## src/rtl/dbus_uart_tx_if.sv

```systemverilog
// CPU data-port bundle for the UART transmitter: same shape as the data RAM port.
// The CPU side (or bench) is master; the UART is slave.
interface dbus_uart_tx_if;
  logic        sel;
  logic [3:0]  wen;
  logic [21:0] addr;
  logic [31:0] wdata;
  logic [31:0] rdata;

  modport master (output sel, output wen, output addr, output wdata, input rdata);
  modport slave  (input sel, input wen, input addr, input wdata, output rdata);
endinterface

```

## src/rtl/dbus_uart_tx.sv

```systemverilog
// Memory-mapped 8N1 UART transmitter on the CPU data port.
// Written bytes queue in a small FIFO and are shifted out at a programmable bit period.
module dbus_uart_tx #(
  parameter int          FIFO_DEPTH = 4,
  parameter logic [15:0] DIV_RESET  = 16'd16
) (
  input  logic           clk,
  input  logic           rst,
  dbus_uart_tx_if.slave  bus,
  output logic           tx
);

  localparam int PW = $clog2(FIFO_DEPTH);
  localparam int CW = PW + 1;

  typedef enum logic [1:0] {S_IDLE, S_START, S_DATA, S_STOP} state_t;

  logic [7:0]    r_mem [FIFO_DEPTH];
  logic [PW-1:0] r_wr_ptr;
  logic [PW-1:0] r_rd_ptr;
  logic [CW-1:0] r_count;
  logic          r_ovf;
  logic [15:0]   r_div;
  logic [15:0]   r_div_lat;
  logic [15:0]   r_cnt;
  logic [7:0]    r_sh;
  logic [2:0]    r_bit;
  state_t        r_state;
  logic          r_tx;
  logic [31:0]   r_rdata;

  logic          w_empty;
  logic          w_full;
  logic          w_busy;
  logic          w_wr_txdata;
  logic          w_clr_ovf;
  logic          w_pop;
  logic          w_push;
  logic          w_drop;
  logic [15:0]   w_div_eff;
  logic [7:0]    w_head;
  logic [31:0]   w_rd_val;

  assign w_empty     = (r_count == '0);
  assign w_full      = (r_count == CW'(FIFO_DEPTH));
  assign w_busy      = (r_state != S_IDLE);
  assign w_wr_txdata = bus.sel && (bus.addr[1:0] == 2'd0) && bus.wen[0];
  assign w_clr_ovf   = bus.sel && (bus.addr[1:0] == 2'd1) && bus.wen[0] && bus.wdata[3];
  // The FSM takes a byte whenever it is idle or a stop bit just finished.
  assign w_pop       = !w_empty && ((r_state == S_IDLE) || (r_state == S_STOP && r_cnt == '0));
  assign w_push      = w_wr_txdata && (!w_full || w_pop);
  assign w_drop      = w_wr_txdata && w_full && !w_pop;
  assign w_div_eff   = (r_div == '0) ? 16'd1 : r_div;
  assign w_head      = r_mem[r_rd_ptr];

  // NOTE: storage holds no meaningful state until pushed, so it carries no reset.
  always_ff @(posedge clk) begin
    if (w_push) r_mem[r_wr_ptr] <= bus.wdata[7:0];
  end

  always_ff @(posedge clk or posedge rst) begin
    if (rst) begin
      r_wr_ptr <= '0;
      r_rd_ptr <= '0;
      r_count  <= '0;
      r_ovf    <= 1'b0;
    end else begin
      if (w_push) r_wr_ptr <= r_wr_ptr + PW'(1);
      if (w_pop)  r_rd_ptr <= r_rd_ptr + PW'(1);
      case ({w_push, w_pop})
        2'b10:   r_count <= r_count + CW'(1);
        2'b01:   r_count <= r_count - CW'(1);
        default: r_count <= r_count;
      endcase
      if (w_drop)         r_ovf <= 1'b1;
      else if (w_clr_ovf) r_ovf <= 1'b0;
    end
  end

  always_ff @(posedge clk or posedge rst) begin
    if (rst) begin
      r_div <= DIV_RESET;
    end else if (bus.sel && bus.addr[1:0] == 2'd2) begin
      if (bus.wen[0]) r_div[7:0]  <= bus.wdata[7:0];
      if (bus.wen[1]) r_div[15:8] <= bus.wdata[15:8];
    end
  end

  // NOTE: every output of a combinational block gets a default first, so no latch is inferred.
  always_comb begin
    w_rd_val = '0;
    case (bus.addr[1:0])
      2'd1:    w_rd_val = {16'b0, 8'(r_count), 4'b0, r_ovf, w_full, w_empty, w_busy};
      2'd2:    w_rd_val = {16'b0, r_div};
      default: w_rd_val = '0;
    endcase
  end

  always_ff @(posedge clk or posedge rst) begin
    if (rst) r_rdata <= '0;
    else     r_rdata <= bus.sel ? w_rd_val : '0;
  end

  // NOTE: sequential state uses non-blocking assignments so every register samples pre-edge values.
  always_ff @(posedge clk or posedge rst) begin
    if (rst) begin
      r_state   <= S_IDLE;
      r_tx      <= 1'b1;
      r_sh      <= '0;
      r_bit     <= '0;
      r_cnt     <= '0;
      r_div_lat <= 16'd1;
    end else begin
      case (r_state)
        S_IDLE: begin
          if (w_pop) begin
            r_sh      <= w_head;
            r_div_lat <= w_div_eff;
            r_cnt     <= w_div_eff - 16'd1;
            r_tx      <= 1'b0;
            r_state   <= S_START;
          end
        end
        S_START: begin
          if (r_cnt == '0) begin
            r_tx    <= r_sh[0];
            r_cnt   <= r_div_lat - 16'd1;
            r_bit   <= '0;
            r_state <= S_DATA;
          end else begin
            r_cnt <= r_cnt - 16'd1;
          end
        end
        S_DATA: begin
          if (r_cnt == '0) begin
            r_cnt <= r_div_lat - 16'd1;
            if (r_bit == 3'd7) begin
              r_tx    <= 1'b1;
              r_state <= S_STOP;
            end else begin
              // r_sh[0] is always the bit currently on the line.
              r_tx  <= r_sh[1];
              r_sh  <= r_sh >> 1;
              r_bit <= r_bit + 3'd1;
            end
          end else begin
            r_cnt <= r_cnt - 16'd1;
          end
        end
        S_STOP: begin
          if (r_cnt == '0) begin
            if (w_pop) begin
              r_sh      <= w_head;
              r_div_lat <= w_div_eff;
              r_cnt     <= w_div_eff - 16'd1;
              r_tx      <= 1'b0;
              r_state   <= S_START;
            end else begin
              r_state <= S_IDLE;
            end
          end else begin
            r_cnt <= r_cnt - 16'd1;
          end
        end
        default: r_state <= S_IDLE;
      endcase
    end
  end

  assign tx        = r_tx;
  assign bus.rdata = r_rdata;

endmodule

```

## src/flat_wrapper.sv

```systemverilog
// flat-port wrapper written by rule: the top's interface ports become plain ports
module dbus_uart_tx_flat 
#(
  parameter int          FIFO_DEPTH = 4,
  parameter logic [15:0] DIV_RESET  = 16'd16
)
  (clk, rst, tx, bus_sel, bus_wen, bus_addr, bus_wdata, bus_rdata);
  dbus_uart_tx_if bus_i ();
  input  logic clk;
  input  logic rst;
  output logic tx;
  input wire logic [$bits(bus_i.sel)-1:0] bus_sel;
  input wire logic [$bits(bus_i.wen)-1:0] bus_wen;
  input wire logic [$bits(bus_i.addr)-1:0] bus_addr;
  input wire logic [$bits(bus_i.wdata)-1:0] bus_wdata;
  output wire logic [$bits(bus_i.rdata)-1:0] bus_rdata;
  assign bus_i.sel = bus_sel;
  assign bus_i.wen = bus_wen;
  assign bus_i.addr = bus_addr;
  assign bus_i.wdata = bus_wdata;
  assign bus_rdata = bus_i.rdata;
  dbus_uart_tx #(.FIFO_DEPTH(FIFO_DEPTH), .DIV_RESET(DIV_RESET)) u_core (.clk(clk), .rst(rst), .bus(bus_i), .tx(tx));
endmodule
```

## config.mk

```make
export PLATFORM = sky130hd
export DESIGN_NAME = dbus_uart_tx_flat
export DESIGN_NICKNAME = d
export VERILOG_FILES = /design/src/rtl/dbus_uart_tx_if.sv /design/src/rtl/dbus_uart_tx.sv /design/src/flat_wrapper.sv
export SDC_FILE = /design/constraint.sdc
export NUM_CORES = 1
export LEC_CHECK = 0
export CORE_AREA = 2 2 163 165
export DETAILED_ROUTE_END_ITERATION = 10
export DIE_AREA = 0 0 165 167
export GPL_TIMING_DRIVEN = 0
export PLACE_DENSITY = 0.39
export SYNTH_ARGS = -nofsm -noshare
export SYNTH_HDL_FRONTEND = slang
export SYNTH_SLANG_ARGS = --single-unit
```

## constraint.sdc

```tcl
create_clock -name clk -period 7.76 [get_ports clk]
set_clock_uncertainty 0.05 [all_clocks]
set_input_delay 2.328 -clock clk [delete_from_list [all_inputs] [get_ports clk]]
set_output_delay 2.328 -clock clk [all_outputs]
set_load 0.02 [all_outputs]
```

==> flow_summary.json, run 1 <==
{
  "status": "complete, no violations",
  "synth_ff_type": "dfrtp_1",
  "num_rows": 59,
  "crit_slowest_cell": "clkdlybuf4s50_1",
  "maxSlewViolCount": 0,
  "clockBufferDepth": 2,
  "wirelength_um": 17500,
  "cp.arrival_ns": 1.56,
  "required_ns": 5.38,
  "cts_buffers": 17,
  "async_reset_ff_share_pct": 72.9,
  "rsz0062_at_grt": "no",
  "synthTopCellsByArea": "dfrtp_1, edfxtp_1, mux2_2, ha_1, nand2_1",
  "area_growth_pct": 23.0,
  "grt_pass1_vias": 4826,
  "cts.reportedPaths.clkPinSlew_ns": 0.06,
  "core-area_um2": 25800,
  "slew_headroom_pct": 20.7,
  "syn_area_um2": 6360,
  "crit_path_max_fanout": 2,
  "yosys.cell_types.count": 68,
  "crit_buf_inv": 1,
  "dp_hpwl_um": 12800,
  "drt-initial-drc-count": 235,
  "initial_core_util_pct": 24.7,
  "vdd_drop_max_uv": 142,
  "port_buffers": 39,
  "fillCellCount": 2631,
  "cts-hold-fix-buffers": 0,
  "htreeDepth": 4,
  "postCtsSetupBuffers": 0,
  "fmax_mhz": 254,
  "synthesis.instances": 578,
  "grt_overflow": 0,
  "grt_pass1_wl_um": 28100,
  "ys_warn_count": 0,
  "leakagePower_nw": 3.10,
  "slowest_delay_ns": 0.60,
  "path_cells": "clkdlybuf4s50_1",
  "route.detailed.drc": 0,
  "synth-seq-cells": 118,
  "post_drt_via_cell_ratio": 4.67,
  "synth_top_area_share_pct": 32.6,
  "final-hold-violation-count": 0,
  "tightest_slew_ns": 1.18,
  "hold-worst-slack_ns": 0.437,
  "wire_per_inst_um": 17.5,
  "fin_crit_sh_pct": 50.7,
  "layout_min_cycle_time_ns": 3.93,
  "fin_nets": 732,
  "hold_path.class": "register to register",
  "num_vias": 4666,
  "synth-seq-area-share_pct": 49.0,
  "fp.dieArea_um2": 27600,
  "drive_gt1_share_pct": 17.3,
  "die_w_um": 165,
  "synth.avg_cell_area_um2": 11.0,
  "synth_edf_count": 32,
  "crit_type": "register to output pin",
  "crit_path_end_kind": "output pin",
  "drtAntennaViolNets": 0,
  "fin_tns_setup_ns": 0,
  "cts.sinks": 118,
  "gr-usage-all-layers_pct": 13.4,
  "ctsResizeCount": 0,
  "antenna_found_initial": 0,
  "startpoint_type": "register",
  "diodes": 0,
  "clock_latency_ns": 0.41,
  "firstDrtPassIters": 4,
  "yosysTopAreaCell": "dfrtp_1",
  "yosysMostFrequentCell": "dfrtp_1",
  "cts_tree": "yes",
  "cts_root_buffer": "clkbuf_16",
  "synth_common_cells": "dfrtp_1, nand2_1, nor2_1",
  "max-cap-violations": 0,
  "power.density_nw_per_um2": 386,
  "cp_top_family": "buffers and inverters",
  "setup_viol": 0,
  "grt_max_degree": 65,
  "dieHeight_um": 167,
  "ios": 94,
  "place_congestion": 0.821
}
[cells by family (layout without fill, tap and decap cells)]
logic type	after synthesis	count (layout)	share of synthesized area, %
buffers and inverters	64	136	5.31
adders and majority gates	19	19	3.85
xor gates and xnor gates	38	38	5.23
muxes	53	53	11.0
DFF	118	118	49.0
and+or+nand+nor	176	176	14.7
other	1	16	0.0589
AOI/OAI and AO/OA	109	109	10.9
[registers in the layout (all words and copies together), names as in the netlist]
| signal | flops |
|---|---|
| u_core.r_cnt | 16 |
| u_core.r_rd_ptr | 2 |
| u_core.r_div_lat | 16 |
| u_core.bus.rdata | 16 |
| u_core.r_ovf | 1 |
| u_core.r_count | 3 |
| u_core.r_mem | 32 |
| u_core.r_div | 16 |
| u_core.r_bit | 3 |
| u_core.r_wr_ptr | 2 |
| u_core.tx | 1 |
| u_core.r_state | 2 |
| u_core.r_sh | 8 |
[cell usage in the layout (no fill, tap or decap), types with 18 or more instances in the layout]
cell type / count
inv_1: 20
a21oi_1: 20
dfrtp_1: 83
xnor2_1: 21
nand2_1: 49
o21ai_0: 25
clkbuf_1: 18
mux2_2: 24
nor2_1: 41
clkdlybuf4s50_1: 39
ha_1: 18
edfxtp_1: 32
[path summary, 6_finish.rpt]
path	cells after the start	endpoint	slack (ns)	startpoint
min in group asynchronous	2	u_core.r_div[8]	2.19	rst
max in group asynchronous	3	u_core.tx	4.79	rst
hold / removal	2	u_core.r_sh[5]	0.44	u_core.r_sh[5]
setup / recovery	1	tx	3.83	u_core.tx
hold reg to reg	2	u_core.r_sh[5]	0.44	u_core.r_sh[5]
setup reg to reg	12	u_core.r_cnt[10]	4.26	u_core.r_div[4]
[stage by stage]
step / setup WS, ns / utilization, % / power (mW) / std cells / area, µm²
2_1_floorplan: 3.17 / - / 1.89 / 593 / 6420
3_3_place_gp: 1.57 / 28.1 / 2.25 / 967 / 7230
3_5_place_dp: 3.45 / 28.2 / 2.27 / 968 / 7260
4_1_cts: 3.79 / 30.4 / 3.05 / 1000 / 7830
5_1_grt: 3.74 / 30.4 / 3.23 / 1000 / 7830
6_report: 3.83 / 30.4 / 3.02 / 1000 / 7830
[routing by layer]
metal	GRT usage [%]	vias up	wire length (µm)
li1	-	2222	-
met1	18.9	2347	8560
met2	20.9	83	8290
met3	2.14	14	452
met4	4.16	0	229
met5	0	-	0
[area by class of cell]
class	count	area, µm²	share of cell area [%]
Clock inverter	14	140	1.79
Timing Repair Buffer	40	418	5.34
Clock buffer	18	429	5.48
Tap cell	335	419	5.35
Sequential cell	118	3120	39.8
Multi-Input combinational cell	411	2960	37.9
Inverter	21	81.3	1.04
Buffer	43	259	3.31
[report_power, final]
group	switching, mW	leakage (nW)	internal, mW	total, mW
clock	0.309	0.276	0.449	0.758
combinational	0.738	1.45	0.547	1.28
sequential	0.182	1.37	0.801	0.983
Note: power is estimated with default switching activity, not from simulation.
==> run 2, diff against run 1 <==
Settings changed: PLACE_DENSITY 0.39 to 0.4.
Clock period 7.76 ns to 3.5 ns, I/O delays scaled along.
==> flow_summary.json, run 2 (synthesis results as in run 1) <==
{
  "required_ns": 3.74,
  "worstReg2RegStart": "u_core.r_cnt[0]",
  "maxSlewViolCount": 0,
  "p_seq_share_pct": 31.8,
  "num_vias": 4715,
  "area_growth_pct": 23.8,
  "slew_headroom_pct": 16.0,
  "grt_pass1_wl_um": 28600,
  "grt_overflow": 0,
  "core-area_um2": 25800,
  "power.density_nw_per_um2": 868,
  "crit_type": "register to register",
  "setup_viol": 0,
  "timing.hold.worst_endpoint": "u_core.r_sh[6]",
  "crit_path_end_kind": "register",
  "rsz0062_at_grt": "no",
  "drive_gt1_share_pct": 17.9,
  "design_area_um2": 7880,
  "cts_root_buffer": "clkbuf_16",
  "cp.arrival_ns": 3.40,
  "port_buffers": 39,
  "cts.reportedPaths.clkPinSlew_ns": 0.06,
  "crit_path_max_fanout": 10,
  "dp_hpwl_um": 12600,
  "reg2reg_to": "u_core.r_div_lat[3]",
  "regMostFlops": "u_core.r_mem",
  "cp_top_family": "simple AND/OR/NAND/NOR gates",
  "cts.sinks": 118,
  "route.detailed.drc": 0,
  "layout_commonest_cell": "dfrtp_1",
  "cts_buffers": 17,
  "power_switching_mw": 2.82,
  "crit_buf_inv": 3,
  "largest_reg_flops": 32,
  "htreeDepth": 4,
  "startpoint_type": "register",
  "initial_core_util_pct": 24.7,
  "postCtsSetupBuffers": 0,
  "leakagePower_nw": 3.12,
  "clock_latency_ns": 0.42,
  "fin_tns_setup_ns": 0,
  "place_congestion": 0.830,
  "wire_per_inst_um": 17.6,
  "ios": 94,
  "num_rows": 59,
  "diodes": 0,
  "drt-initial-drc-count": 316,
  "clockBufferDepth": 2,
  "grt_max_degree": 58,
  "wirelength_um": 17600,
  "clkPwrFrac_pct": 26.1,
  "path_cells": "clkbuf_1 > inv_1 > ha_1 > or4b_1 > nor4_4 > mux2i_2 > nor2_4 > buf_8 > mux2_4",
  "worstHoldStart": "u_core.r_sh[6]",
  "cts_tree": "yes",
  "switching_share_pct": 41.3,
  "final-hold-violation-count": 0,
  "tightest_slew_ns": 1.25,
  "crit_slowest_cell": "nor4_4",
  "die_w_um": 165,
  "antenna_found_initial": 0,
  "hold-worst-slack_ns": 0.438,
  "layout_min_cycle_time_ns": 3.16,
  "p_int_mw": 4.01,
  "power_frac_comb_pct": 42.1,
  "post_drt_via_cell_ratio": 4.72,
  "grt_pass1_vias": 4875,
  "gr-usage-all-layers_pct": 13.6,
  "dieHeight_um": 167,
  "fin_crit_sh_pct": 90.3,
  "max-cap-violations": 0,
  "drtAntennaViolNets": 0,
  "fp.dieArea_um2": 27600,
  "fin_nets": 732,
  "power_mw": 6.84,
  "hold_path.class": "register to register",
  "most-common-layout-cells": "dfrtp_1, nand2_1, nor2_1, clkdlybuf4s50_1, edfxtp_1",
  "r2r_setup_slack_ns": 0.34,
  "vdd_drop_max_uv": 433,
  "status": "complete, no violations",
  "place_area_um2": 7260,
  "firstDrtPassIters": 4,
  "hold_depth": 2,
  "reg2regPathDepth": 9,
  "fin_util_pct": 30.6,
  "fmax_mhz": 316,
  "slowest_delay_ns": 0.59
}
[run 2: cell count changes in the layout (fill, tap and decap cells not counted)]
cell      delta
clkbuf_1     -1
nor3b_2      +1
inv_8        +5
o22ai_2      +1
clkinv_1     -1
nor3b_1      -1
inv_6        -3
clkinv_8     +2
o22ai_1      -1
clkinv_4     -2
[run 2: worst register-to-register path, cell delays in order (launching register included)]
cell,delay [ns]
dfrtp_1,0.36
clkbuf_1,0.19
inv_1,0.15
ha_1,0.17
or4b_1,0.50
nor4_4,0.59
mux2i_2,0.19
nor2_4,0.33
buf_8,0.20
mux2_4,0.30
[run 2: area by class of cell]
type | count | area (µm²)
Buffer | 43 | 259
Inverter | 21 | 81.3
Clock inverter | 15 | 181
Tap cell | 335 | 419
Multi-Input combinational cell | 411 | 2980
Timing Repair Buffer | 40 | 418
Sequential cell | 118 | 3120
Clock buffer | 17 | 425
Fill cell | 2628 | 17900
[run 2: per-stage QoR]
stage / std cells / setup WS (ns)
floorplan: 593 / 0.183
detailed placement: 968 / 0.134
global placement: 967 / -1.36
finish: 1000 / 0.339
global route: 1000 / 0.137
CTS: 1000 / 0.125
[run 2: what timing repair did]
action | CTS | global route
setup endpoints to repair | 0 | 7
hold buffers | 0 | 0
resized for setup | 0 | 2
hold endpoints to repair | 0 | 0
[run 2: worst max path at each step]
stage	start	end	slack, ns	depth (start not counted)
after global routing	u_core.r_div[4]	u_core.r_cnt[10]	0.14	12
after floorplan	rst	u_core.bus.rdata[0]	0.18	1
after CTS	u_core.r_div[4]	u_core.r_cnt[10]	0.12	12
after detailed placement	u_core.r_div[4]	u_core.r_cnt[10]	0.13	12
after global placement	rst	u_core.r_bit[0]	-1.36	2
final	u_core.r_cnt[0]	u_core.r_div_lat[3]	0.34	9
[run 2: routing by layer]
layer / wire length, µm / track usage (%) / part of all wire [%] / vias to the layer above
met5: 0 / 0 / 0 / -
met4: 255 / 4.16 / 1.5 / 0
met3: 679 / 3.06 / 3.9 / 15
met2: 8230 / 21.4 / 47 / 103
met1: 8420 / 18.6 / 48 / 2360
li1: - / - / - / 2237
[run 2: power by group through the flow]
stage | clock network (mW) | logic [mW] | registers, mW
after CTS | 1.83 | 2.86 | 2.17
final | 1.78 | 2.88 | 2.18
after global routing | 1.90 | 3.17 | 2.23
after detailed placement | 0 | 2.85 | 2.20
after floorplan | 0 | 2.12 | 2.08
after global placement | 0 | 2.82 | 2.19
==> run 3, diff against run 2 <==
Settings changed: GPL_TIMING_DRIVEN 0 to unset, TNS_END_PERCENT set to 1.
==> flow_summary.json, run 3 (synthesis results as in run 1) <==
{
  "crit_path_max_fanout": 11,
  "fin_tns_setup_ns": 0,
  "post_drt_via_cell_ratio": 4.72,
  "die_w_um": 165,
  "tightest_slew_ns": 0.852,
  "power.density_nw_per_um2": 871,
  "postCtsSetupBuffers": 0,
  "power_mw": 6.71,
  "drive_gt1_share_pct": 17.4,
  "grt_pass1_vias": 4712,
  "initial_core_util_pct": 24.7,
  "most-common-layout-cells": "dfrtp_1, nand2_1, nor2_1, clkdlybuf4s50_1, edfxtp_1",
  "ctsResizeCount": 0,
  "vdd_drop_max_uv": 400,
  "crit_type": "register to register",
  "clock_latency_ns": 0.42,
  "fp.dieArea_um2": 27600,
  "dieHeight_um": 167,
  "drtAntennaViolNets": 0,
  "ios": 94,
  "hold_path.class": "register to register",
  "worstReg2RegStart": "u_core.r_cnt[0]",
  "fillCellCount": 2661,
  "fin_crit_sh_pct": 86.5,
  "power_switching_mw": 2.73,
  "crit_path_end_kind": "register",
  "port_buffers": 39,
  "clkPwrFrac_pct": 26.0,
  "grt_max_degree": 38,
  "switching_share_pct": 40.7,
  "place_congestion": 0.817,
  "wire_per_inst_um": 17.5,
  "num_vias": 4590,
  "clockBufferDepth": 2,
  "slowest_delay_ns": 0.68,
  "crit_slowest_cell": "or4_1",
  "max-cap-violations": 0,
  "cts_buffers": 17,
  "wirelength_um": 17100,
  "reg2regPathDepth": 8,
  "crit_buf_inv": 1,
  "largest_reg_flops": 32,
  "cts.reportedPaths.clkPinSlew_ns": 0.06,
  "hold_depth": 2,
  "rsz0062_at_grt": "no",
  "drt-initial-drc-count": 338,
  "cp.arrival_ns": 3.25,
  "fin_nets": 705,
  "leakagePower_nw": 3.03,
  "area_growth_pct": 21.0,
  "layout_min_cycle_time_ns": 3.03,
  "setup_viol": 0,
  "cts.sinks": 118,
  "cts-hold-fix-buffers": 0,
  "grt_overflow": 0,
  "slew_headroom_pct": 43.2,
  "layout_commonest_cell": "dfrtp_1",
  "dp_hpwl_um": 12200,
  "cts_tree": "yes",
  "cp_top_family": "simple AND/OR/NAND/NOR gates",
  "path_cells": "inv_1 > ha_1 > or4b_1 > or4_1 > o21ai_2 > o221ai_1 > o2111ai_1 > o21ai_1",
  "firstDrtPassIters": 5,
  "fmax_mhz": 330,
  "r2r_setup_slack_ns": 0.47,
  "route.detailed.drc": 0,
  "cts_root_buffer": "clkbuf_16",
  "power_frac_comb_pct": 40.6,
  "antenna_found_initial": 0,
  "gr-usage-all-layers_pct": 13.0,
  "final-hold-violation-count": 0,
  "core-area_um2": 25800,
  "startpoint_type": "register",
  "maxSlewViolCount": 0,
  "reg2reg_to": "u_core.r_cnt[5]",
  "required_ns": 3.72,
  "timing.hold.worst_endpoint": "u_core.r_bit[1]",
  "p_int_mw": 3.98,
  "p_seq_share_pct": 33.4,
  "htreeDepth": 4,
  "worstHoldStart": "u_core.r_bit[1]",
  "diodes": 0,
  "regMostFlops": "u_core.r_mem",
  "status": "complete, no violations",
  "num_rows": 59,
  "grt_pass1_wl_um": 27400
}
-- run 3: cell types whose count changed in the layout (fill, tap and decap cells not counted), sizes merged --
cell	before	now
buf	27	17
clkbuf	34	17
clkinvlp	1	2
inv	30	29
-- run 3: final cells by class --
cell class / instances / area (µm²) / area share, %
Sequential cell: 118 / 3120 / 40.5
Timing Repair Buffer: 56 / 531 / 6.89
Tap cell: 335 / 419 / 5.44
Inverter: 21 / 80.1 / 1.04
Multi-Input combinational cell: 411 / 2970 / 38.6
Clock buffer: 17 / 425 / 5.52
Clock inverter: 15 / 159 / 2.06
-- run 3: stage by stage --
stage	cells	worst slack [ns]	util (%)	cell area, µm²	hold WS (ns)
finish	973	0.474	29.9	7700	0.439
global route	973	0.248	29.9	7700	0.474
CTS	973	0.438	29.9	7700	0.443
detailed placement	941	0.446	27.6	7120	0.429
global placement	941	0.454	27.6	7120	0.421
floorplan	593	0.183	-	6420	0.404
-- run 3: power groups by stage --
stage | registers [mW] | logic, mW | clock network (mW)
global placement | 2.26 | 2.68 | 0
global route | 2.30 | 3.00 | 1.86
finish | 2.24 | 2.72 | 1.74
detailed placement | 2.26 | 2.72 | 0
CTS | 2.24 | 2.73 | 1.79
floorplan | 2.08 | 2.12 | 0
-- run 3: worst max path at each step --
| stage | from | endpoint | slack [ns] | depth (start not counted) |
|---|---|---|---|---|
| global route | u_core.r_cnt[0] | u_core.r_cnt[5] | 0.25 | 8 |
| floorplan | rst | u_core.bus.rdata[0] | 0.18 | 1 |
| finish | u_core.r_cnt[0] | u_core.r_cnt[5] | 0.47 | 8 |
| detailed placement | u_core.r_cnt[0] | u_core.r_cnt[5] | 0.45 | 8 |
| global placement | u_core.r_cnt[0] | u_core.r_cnt[5] | 0.45 | 8 |
| CTS | u_core.r_cnt[0] | u_core.r_cnt[5] | 0.44 | 8 |
-- run 3: metal layers --
metal	track usage (%)	vias up	wire length [µm]
met3	1.97	14	468
met1	18.5	2316	8470
li1	-	2168	-
met5	0	-	0
met2	20.3	92	7950
met4	3.63	0	185
-- run 3: worst reg2reg max path, cell delays in order, from the launching register on --
cell       delay (ns)
dfrtp_1          0.48
inv_1            0.15
ha_1             0.18
or4b_1           0.51
or4_1            0.68
o21ai_2          0.30
o221ai_1         0.28
o2111ai_1        0.16
o21ai_1          0.08
